==> src/rtl/pgm8755_sequencer.sv <==
// Sequences one read, program or program+verify cycle on the 8755 multiplexed AD bus.
// Outputs are registered from the next state, so pins track the FSM state cycle-for-cycle.
module pgm8755_sequencer #(
  parameter int T_SU   = 2,
  parameter int T_ALE  = 4,
  parameter int T_HOLD = 2,
  parameter int T_PROG = 2500000,
  parameter int T_REC  = 50,
  parameter int T_RD   = 8,
  parameter int CNT_W  = 22
) (
  input  logic        clk,
  input  logic        rst,
  input  logic        cmd_valid,
  output logic        cmd_ready,
  input  logic [1:0]  cmd_op,
  input  logic [10:0] cmd_addr,
  input  logic [7:0]  cmd_data,
  input  logic        abort,
  output logic [7:0]  ad_out,
  output logic        ad_oe,
  input  logic [7:0]  ad_in,
  output logic [2:0]  addr_hi,
  output logic        ale,
  output logic        rd_n,
  output logic        prog,
  output logic        busy,
  output logic        rsp_valid,
  output logic [1:0]  rsp_status,
  output logic [7:0]  rsp_data
);

  typedef enum logic [3:0] {
    S_IDLE, S_ADDR, S_ALE_HI, S_HOLD, S_DATA, S_PROG, S_REC, S_READ, S_DONE
  } state_t;

  localparam logic [1:0] OP_READ   = 2'b00;
  localparam logic [1:0] OP_VERIFY = 2'b10;
  localparam logic [1:0] OP_ILL    = 2'b11;

  localparam logic [1:0] ST_OK      = 2'b00;
  localparam logic [1:0] ST_MISM    = 2'b01;
  localparam logic [1:0] ST_ILLEGAL = 2'b10;
  localparam logic [1:0] ST_ABORTED = 2'b11;

  localparam logic [CNT_W-1:0] LD_SU   = CNT_W'(T_SU - 1);
  localparam logic [CNT_W-1:0] LD_ALE  = CNT_W'(T_ALE - 1);
  localparam logic [CNT_W-1:0] LD_HOLD = CNT_W'(T_HOLD - 1);
  localparam logic [CNT_W-1:0] LD_PROG = CNT_W'(T_PROG - 1);
  localparam logic [CNT_W-1:0] LD_REC  = CNT_W'(T_REC - 1);
  localparam logic [CNT_W-1:0] LD_RD   = CNT_W'(T_RD - 1);

  state_t           state_q, state_d;
  logic [CNT_W-1:0] timer_q, timer_d;
  logic [1:0]       op_q, op_d;
  logic [10:0]      addr_q, addr_d;
  logic [7:0]       data_q, data_d;
  logic [1:0]       status_q, status_d;
  logic [7:0]       rdata_q, rdata_d;

  logic             cmd_ready_q, cmd_ready_d;
  logic             busy_q, busy_d;
  logic [7:0]       ad_out_q, ad_out_d;
  logic             ad_oe_q, ad_oe_d;
  logic [2:0]       addr_hi_q, addr_hi_d;
  logic             ale_q, ale_d;
  logic             rd_n_q, rd_n_d;
  logic             prog_q, prog_d;
  logic             rsp_valid_q, rsp_valid_d;
  logic [1:0]       rsp_status_q, rsp_status_d;
  logic [7:0]       rsp_data_q, rsp_data_d;

  logic             tmr_zero;
  assign tmr_zero = (timer_q == '0);

  always_comb begin
    state_d  = state_q;
    timer_d  = tmr_zero ? '0 : timer_q - CNT_W'(1);
    op_d     = op_q;
    addr_d   = addr_q;
    data_d   = data_q;
    status_d = status_q;
    rdata_d  = rdata_q;

    case (state_q)
      S_IDLE: begin
        if (cmd_valid) begin
          op_d    = cmd_op;
          addr_d  = cmd_addr;
          data_d  = cmd_data;
          rdata_d = '0;
          if (cmd_op == OP_ILL) begin
            state_d  = S_DONE;
            status_d = ST_ILLEGAL;
          end else begin
            state_d  = S_ADDR;
            timer_d  = LD_SU;
            status_d = ST_OK;
          end
        end
      end
      S_ADDR: if (tmr_zero) begin
        state_d = S_ALE_HI;
        timer_d = LD_ALE;
      end
      S_ALE_HI: if (tmr_zero) begin
        state_d = S_HOLD;
        timer_d = LD_HOLD;
      end
      S_HOLD: if (tmr_zero) begin
        if (op_q == OP_READ) begin
          state_d = S_READ;
          timer_d = LD_RD;
        end else begin
          state_d = S_DATA;
          timer_d = LD_SU;
        end
      end
      S_DATA: if (tmr_zero) begin
        state_d = S_PROG;
        timer_d = LD_PROG;
      end
      S_PROG: if (tmr_zero) begin
        state_d = S_REC;
        timer_d = LD_REC;
      end
      S_REC: if (tmr_zero) begin
        if (op_q == OP_VERIFY) begin
          state_d = S_READ;
          timer_d = LD_RD;
        end else begin
          state_d = S_DONE;
        end
      end
      S_READ: if (tmr_zero) begin
        // Sample on the last strobe cycle so the EPROM has the full T_RD access time.
        rdata_d = ad_in;
        if (op_q == OP_VERIFY && ad_in != data_q) status_d = ST_MISM;
        state_d = S_DONE;
      end
      S_DONE: state_d = S_IDLE;
      default: state_d = S_IDLE;
    endcase

    // Abort overrides any timer expiry in the same cycle, including the read capture.
    if (abort && state_q != S_IDLE && state_q != S_DONE) begin
      state_d  = S_DONE;
      status_d = ST_ABORTED;
      rdata_d  = '0;
    end
  end

  always_comb begin
    cmd_ready_d  = (state_d == S_IDLE);
    busy_d       = (state_d != S_IDLE);
    ad_out_d     = '0;
    ad_oe_d      = 1'b0;
    addr_hi_d    = addr_hi_q;
    ale_d        = 1'b0;
    rd_n_d       = 1'b1;
    prog_d       = 1'b0;
    rsp_valid_d  = 1'b0;
    rsp_status_d = '0;
    rsp_data_d   = '0;

    case (state_d)
      S_ADDR, S_ALE_HI, S_HOLD: begin
        ad_oe_d   = 1'b1;
        ad_out_d  = addr_d[7:0];
        addr_hi_d = addr_d[10:8];
        ale_d     = (state_d == S_ALE_HI);
      end
      S_DATA, S_PROG, S_REC: begin
        ad_oe_d  = 1'b1;
        ad_out_d = data_d;
        prog_d   = (state_d == S_PROG);
      end
      S_READ: rd_n_d = 1'b0;
      S_DONE: begin
        rsp_valid_d  = 1'b1;
        rsp_status_d = status_d;
        rsp_data_d   = rdata_d;
      end
      default: ;
    endcase
  end

  always_ff @(posedge clk) begin
    if (rst) begin
      state_q      <= S_IDLE;
      timer_q      <= '0;
      op_q         <= '0;
      addr_q       <= '0;
      data_q       <= '0;
      status_q     <= '0;
      rdata_q      <= '0;
      cmd_ready_q  <= 1'b1;
      busy_q       <= 1'b0;
      ad_out_q     <= '0;
      ad_oe_q      <= 1'b0;
      addr_hi_q    <= '0;
      ale_q        <= 1'b0;
      rd_n_q       <= 1'b1;
      prog_q       <= 1'b0;
      rsp_valid_q  <= 1'b0;
      rsp_status_q <= '0;
      rsp_data_q   <= '0;
    end else begin
      state_q      <= state_d;
      timer_q      <= timer_d;
      op_q         <= op_d;
      addr_q       <= addr_d;
      data_q       <= data_d;
      status_q     <= status_d;
      rdata_q      <= rdata_d;
      cmd_ready_q  <= cmd_ready_d;
      busy_q       <= busy_d;
      ad_out_q     <= ad_out_d;
      ad_oe_q      <= ad_oe_d;
      addr_hi_q    <= addr_hi_d;
      ale_q        <= ale_d;
      rd_n_q       <= rd_n_d;
      prog_q       <= prog_d;
      rsp_valid_q  <= rsp_valid_d;
      rsp_status_q <= rsp_status_d;
      rsp_data_q   <= rsp_data_d;
    end
  end

  assign cmd_ready  = cmd_ready_q;
  assign busy       = busy_q;
  assign ad_out     = ad_out_q;
  assign ad_oe      = ad_oe_q;
  assign addr_hi    = addr_hi_q;
  assign ale        = ale_q;
  assign rd_n       = rd_n_q;
  assign prog       = prog_q;
  assign rsp_valid  = rsp_valid_q;
  assign rsp_status = rsp_status_q;
  assign rsp_data   = rsp_data_q;

endmodule

==> config.mk <==
export PLATFORM = sky130hd
export DESIGN_NAME = pgm8755_sequencer
export DESIGN_NICKNAME = d
export VERILOG_FILES = /design/src/rtl/pgm8755_sequencer.sv
export SDC_FILE = /design/constraint.sdc
export NUM_CORES = 1
export LEC_CHECK = 0
export ABC_AREA = 1
export CAP_MARGIN = 20
export CORE_ASPECT_RATIO = 1.4
export CORE_UTILIZATION = 40
export DETAILED_ROUTE_END_ITERATION = 16
export GPL_TIMING_DRIVEN = 0
export SLEW_MARGIN = 20
export SYNTH_ARGS = -nofsm -noshare
export SYNTH_HDL_FRONTEND = slang
export SYNTH_SLANG_ARGS = --single-unit
==> constraint.sdc <==
create_clock -name clk -period 3.3 [get_ports clk]
set_clock_uncertainty 0.05 [all_clocks]
set_input_delay 0.495 -clock clk [delete_from_list [all_inputs] [get_ports clk]]
set_output_delay 0.495 -clock clk [all_outputs]
set_load 0.01 [all_outputs]
# Yosys cells after proc, flatten, opt, wreduce, memory -nomap -nowiden
# Index checks and enable logic that the tools add are counted.
# classes
n_reduce_logical,16
n_eq_ne,19
muxes,43
add_sub_neg,1
bitwise_logic,3
# op_table
op,count
22-bit two-way mux,10
22-bit case mux with 7 select lines,1
4-bit two-way mux,11
8-bit two-way mux,5
"4-bit by 3-bit == test with 1-bit output, second input constant",8
4-bit case mux with 8 select lines,1
8-bit case mux with 2 select lines,2
22-bit zero test,1
11-bit two-way mux,2
"22-bit by 1-bit subtractor with 22-bit output, second input constant",1
"4-bit by 2-bit == test with 1-bit output, second input constant",4
2-bit two-way mux,6
"4-bit by 1-bit == test with 1-bit output, second input constant",2
4-bit zero test,2
8-bit != test,1
4-bit nonzero test,2
2-bit OR reduction,3
3-bit OR reduction,2
6-bit OR reduction,1
"2-bit == test, second input constant",2
"4-bit == test, second input constant",1
"4-bit != test, second input constant",1
2-bit case mux with 2 select lines,1
1-bit logical AND,3
5 further kinds,9
# totals
wordCells,100
regBits,85

# Depth between registers and ports, before layout
# logic_depth
depth_word,9
mapped_depth,15

# Least setup slack after synthesis
# No wires, ideal clock.
# synth_path
path_kind,reg2reg
start,register timer_q[0]
end,"register addr_hi_q[2], in the netlist addr_hi[2]"
t_required_ps,3137
period_less_slack_ps,1935
setup_ps,113
path_slack_ps,1365
arrival_ps,1772
path_stages_with_launch,15
path_cell_list,dfxtp_1 inv_1 ha_1 nand2_4 nor2_8 nand4_1 nand2_2 nand2_1 nor2_1 nand2_1 nand2_1 nand2_4 buf_6 a21oi_2 nor2_1
# synth_via
elab_chain_len,6
word_cells_on_any_way,14
classes_between,eq/ne (3); mux (9); reduce/logical (2)
# synth_lines
item,line,source
"start, declared",54,"logic [CNT_W-1:0] timer_q, timer_d;"
"start signal, assigned",210,timer_q <= timer_d;
22-bit zero test *,74,assign tmr_zero = (timer_q == '0);
4-bit two-way mux (tied with other cells),135,S_READ: if (tmr_zero) begin
4-bit case mux with 8 select lines *,85,case (state_q)
4-bit two-way mux *,146,if (abort && state_q != S_IDLE && state_q != S_DONE) begin
4-bit by 2-bit == test with 1-bit output / 4-bit by 1-bit == test with 1-bit output (equally long branches),166,case (state_d)
3-bit OR reduction *,166,
"end signal, assigned",220,addr_hi_q <= addr_hi_d;
"end, declared",65,"logic [2:0] addr_hi_q, addr_hi_d;"
# Every way passes the cells marked *; elsewhere a longest branch is shown, timed or not.
# A chain may end at the register's enable or synchronous reset.

# Final worst setup path
# Same ends and word-level chain as after synthesis.

==> out/results.txt <==
In the synthesized netlist the dominant register cell turns out to be dfxtp_1. The total overflow left after global routing is 0. The H-tree was split into 3 levels. In the final routed layout, each cell accounts on average for 13.6 um.

The worst hold path belongs to the class flop to flop. The post-detailed-route count of antenna-violating nets came out at 0. For the area of placed instances, the log shows 4480 sq um. The total number of placement rows is 41. Tracing the worst setup path back leads to its startpoint at timer_q[0]$_SDFF_PP0_. The number of hold violations in the final report was 0. After the flow finishes, the layout carries non-filler instances totaling 658.

After technology mapping, the gate count stands at 478. The remaining max-slew budget at the tightest pin came out at 52.6%. The clock transition at the registers of the reported paths was 0.06 ns; the pin count of the biggest net entering global routing was 14.

The combinational cell fraction of total power came out at 43.4%. Detailed placement ended at an HPWL of 6890 um. Setup violations remaining at the end of the flow were counted as 0. In the final design database the tool counted 582 nets.

Of the post-synthesis cell area, the dominant cell type holds 45.4%. STA puts the critical path data arrival time at 2.44 ns. The vertical die dimension is 117 um, and the largest fanout on the critical path is 10. The number of synthesis warnings is 0. The number of fill cells is 894. The cts-stage hold buffer count is 0. The clock sink count is 85, and the setup TNS is 0 ns.

The total non-filler cell area in the finished layout is 4730 sq um, and the total vias in the final route is 3262. After synthesis, flip-flops and latches occupy 45.4% of the total area. The analysis attributes to net switching a power of 1.60 mW. In this run the standard cell core region covers 9080 sq um. VDD sags by at most 0.329 mV. The number of clock buffers added by TritonCTS is 9.

The area added between synthesis and finish came out at 26.2%. Sorting the synthesized cells by area gives the leading types as dfxtp_1 45%, nor2_1 8.5%, nand2_1 7.4%. The first global-routing pass estimated 14700 um of wire.

On the critical path, the stage with the largest delay is an instance of dfxtp_1. In this run, synthesis inferred 0 flip-flops with an integrated enable. The per-cell via count in the routed design was 4.96; the cell area after technology mapping was 3750 sq um. The logs give 3252 for the via count of the first global-routing pass and 4.06 mW for the total power. 0 antenna diodes ended up in the layout. Traced cell by cell, the critical path runs through inv_1 -> ha_1 -> nand2_4 -> nor2_8 -> nand4_1 -> nand2_1 -> nand2_1 -> nor2_1 -> nand2_1 -> nand2_1 -> nand2_4 -> buf_6 -> a21oi_2 -> nor2_1.

The share of total power dissipated in sequential elements is 34.4%. The last weighted congestion value of the routability-driven placer was 0.923; the post-detailed-routing wire length was 8940 um. Total power per unit cell area: 857 nW/um^2. At the pin with the least slew margin, the transition time is 0.708 ns. Internal power comes to 2.46 mW. The final critical-path share of the clock period was 68.3%; the number of storage elements in the synthesis netlist was 85. From left edge to right edge, the die measures 83.8 um.

Hold is met by 0.410 ns. Worst hold path startpoint: addr_q[7]$_SDFF_PP0_. The netlist uses 39 different library cells.

At the worst endpoint, the required time is 3.49 ns. Maximum frequency from static timing analysis: 444 MHz. For the number of buffers on the longest clock path, the log shows 2. Among cell families on the critical path, the largest total delay comes from simple AND/OR/NAND/NOR gates. TritonCTS built the clock tree. Setup repair after global routing left no endpoint under its margin. In this run the static leakage power is 2.09 nW. The count of pins over their slew limit is 0.

The iteration count of the initial detailed-routing pass is 4, and the slack of the worst reg-to-reg path is 1.05 ns. The die covers 9770 sq um. The buffers inserted during post-CTS setup optimization is 0, and the violation count after the first detailed-routing iteration is 181.

In this run the clock root is driven by a clkbuf_16. The category of the most critical setup path is flop to flop. Critical path buffer and inverter count: 2.

The maximum cell stage delay along the critical path was 0.32 ns; the share of synthesized registers carrying an async set or reset was 0%. The initial utilization of the core area, before any placement, comes to 41.3%. The run finished with clean final reports. A synthesized cell averages 7.85 sq um. For the share of total power in the clock network, the log shows 22.2%. The tools report the kind of end point of the critical path as a flop. The count of port buffers added during placement was 59. During I/O placement, the number of pins put on the boundary was 61. Across the run, the number of max-cap violations was 0.

The number of nets handed over by synthesis was 512. Number of antenna violations at the first check in global routing: 0. Among the stages of the critical path, the cell type that occurs most often is nand2_1. Gates resized during post-CTS repair numbered 0. The run gives 0.34 ns as the clock network latency to the later pin of the worst-skew pair.

Once placement completed, the tool counted placed cells totaling 644. STA classifies the critical path startpoint as a flop. In the final layout, the share of cells above drive strength 1 is 9.44%.

Of all cell types, the one taking the most synthesized area is dfxtp_1. Ranked by instance count, the synthesized netlist is headed by 85 x dfxtp_1, 85 x nor2_1, 74 x nand2_1. The switching power as a share of total power was 39.4%. The worst reg2reg path startpoint was timer_q[0]$_SDFF_PP0_.

The worst path needs 2.25 ns of the cycle, external delays included. For this run, design rule violations remaining after detail routing come to 0. In the global route stage, overall resource usage came out at 19.5%.
## through the flow
stage | util (%) | setup WS, ns
2_1_floorplan | - | 1.36
5_1_grt | 52.1 | 0.891
6_report | 52.1 | 1.05
3_3_place_gp | 49.3 | 0.863
4_1_cts | 52.1 | 1.04
3_5_place_dp | 49.3 | 0.869
## layout by cell type (no fill, tap or decap), types with 10 or more instances in the layout
cell type         n
clkdlybuf4s50_1  59
nand3_1          22
a211oi_1         11
xor2_1           15
mux2i_1          10
a21oi_1          20
nand2_1          74
nor2_1           85
inv_1            56
dfxtp_1          85
xnor2_1          11
## cell type report
type                    count  area [sq um]  area share (%)
repair buffers             59           591            12.5
flip-flops and latches     85          1700            36.0
clock buffers              10           229            4.84
well taps                 107           134            2.83
inverters                  60           225            4.76
plain buffers              14          78.8            1.67
clock inverters             4          27.5           0.582
multi-input cells         319          1750            36.9
## routing by layer
layer	vias up	track usage, %	routed length, um
li1	1672	-	-
met1	1496	19.4	3490
met2	69	37.5	4750
met3	25	5.02	403
met4	0	10.3	295
met5	-	0	0
## worst paths after layout
check                            endpoint  depth (start not counted)
hold reg to reg      addr_q[7]$_SDFF_PP0_                          2
setup reg to reg  addr_hi[2]$_SDFFE_PP0P_                         14
setup / recovery  addr_hi[2]$_SDFFE_PP0P_                         14
hold / removal       addr_q[7]$_SDFF_PP0_                          2
## power groups by stage
stage,logic (mW),clock network (mW),registers [mW]
finish,1.76,0.898,1.40
global route,1.99,0.960,1.42
CTS,1.78,0.922,1.40
detailed placement,1.77,0,1.42
global placement,1.76,0,1.42
floorplan,1.34,0,1.41
## cells by family (layout without fill, tap and decap cells)
kind of cell	count (synthesis)	count (layout)	synth area share, %
muxes	10	10	2.67
DFF	85	85	45.4
AOI/OAI and AO/OA	56	56	9.41
and+or+nand+nor	226	226	28.1
adders and majority gates	1	1	0.334
xor gates and xnor gates	26	26	6.07
buffers and inverters	74	147	8.11
## state kept, by name (all words and copies together) (netlist names)
| signal | cells |
|---|---|
| rd_n | 1 |
| busy | 1 |
| timer_q | 22 |
| state_q | 4 |
| rsp_data | 8 |
| rsp_status | 2 |
| addr_hi | 3 |
| ad_oe | 1 |
| status_q | 2 |
| cmd_ready | 1 |
| op_q | 2 |
| prog | 1 |
| addr_q | 11 |
| data_q | 8 |
| rdata_q | 8 |
| ad_out | 8 |
| ale | 1 |
| rsp_valid | 1 |
## worst min-delay path, stage by stage (launching register included)
cell     delay [ns]
dfxtp_1        0.30
inv_1          0.05
a21oi_1        0.07
Note: power is estimated with default switching activity, not from simulation.
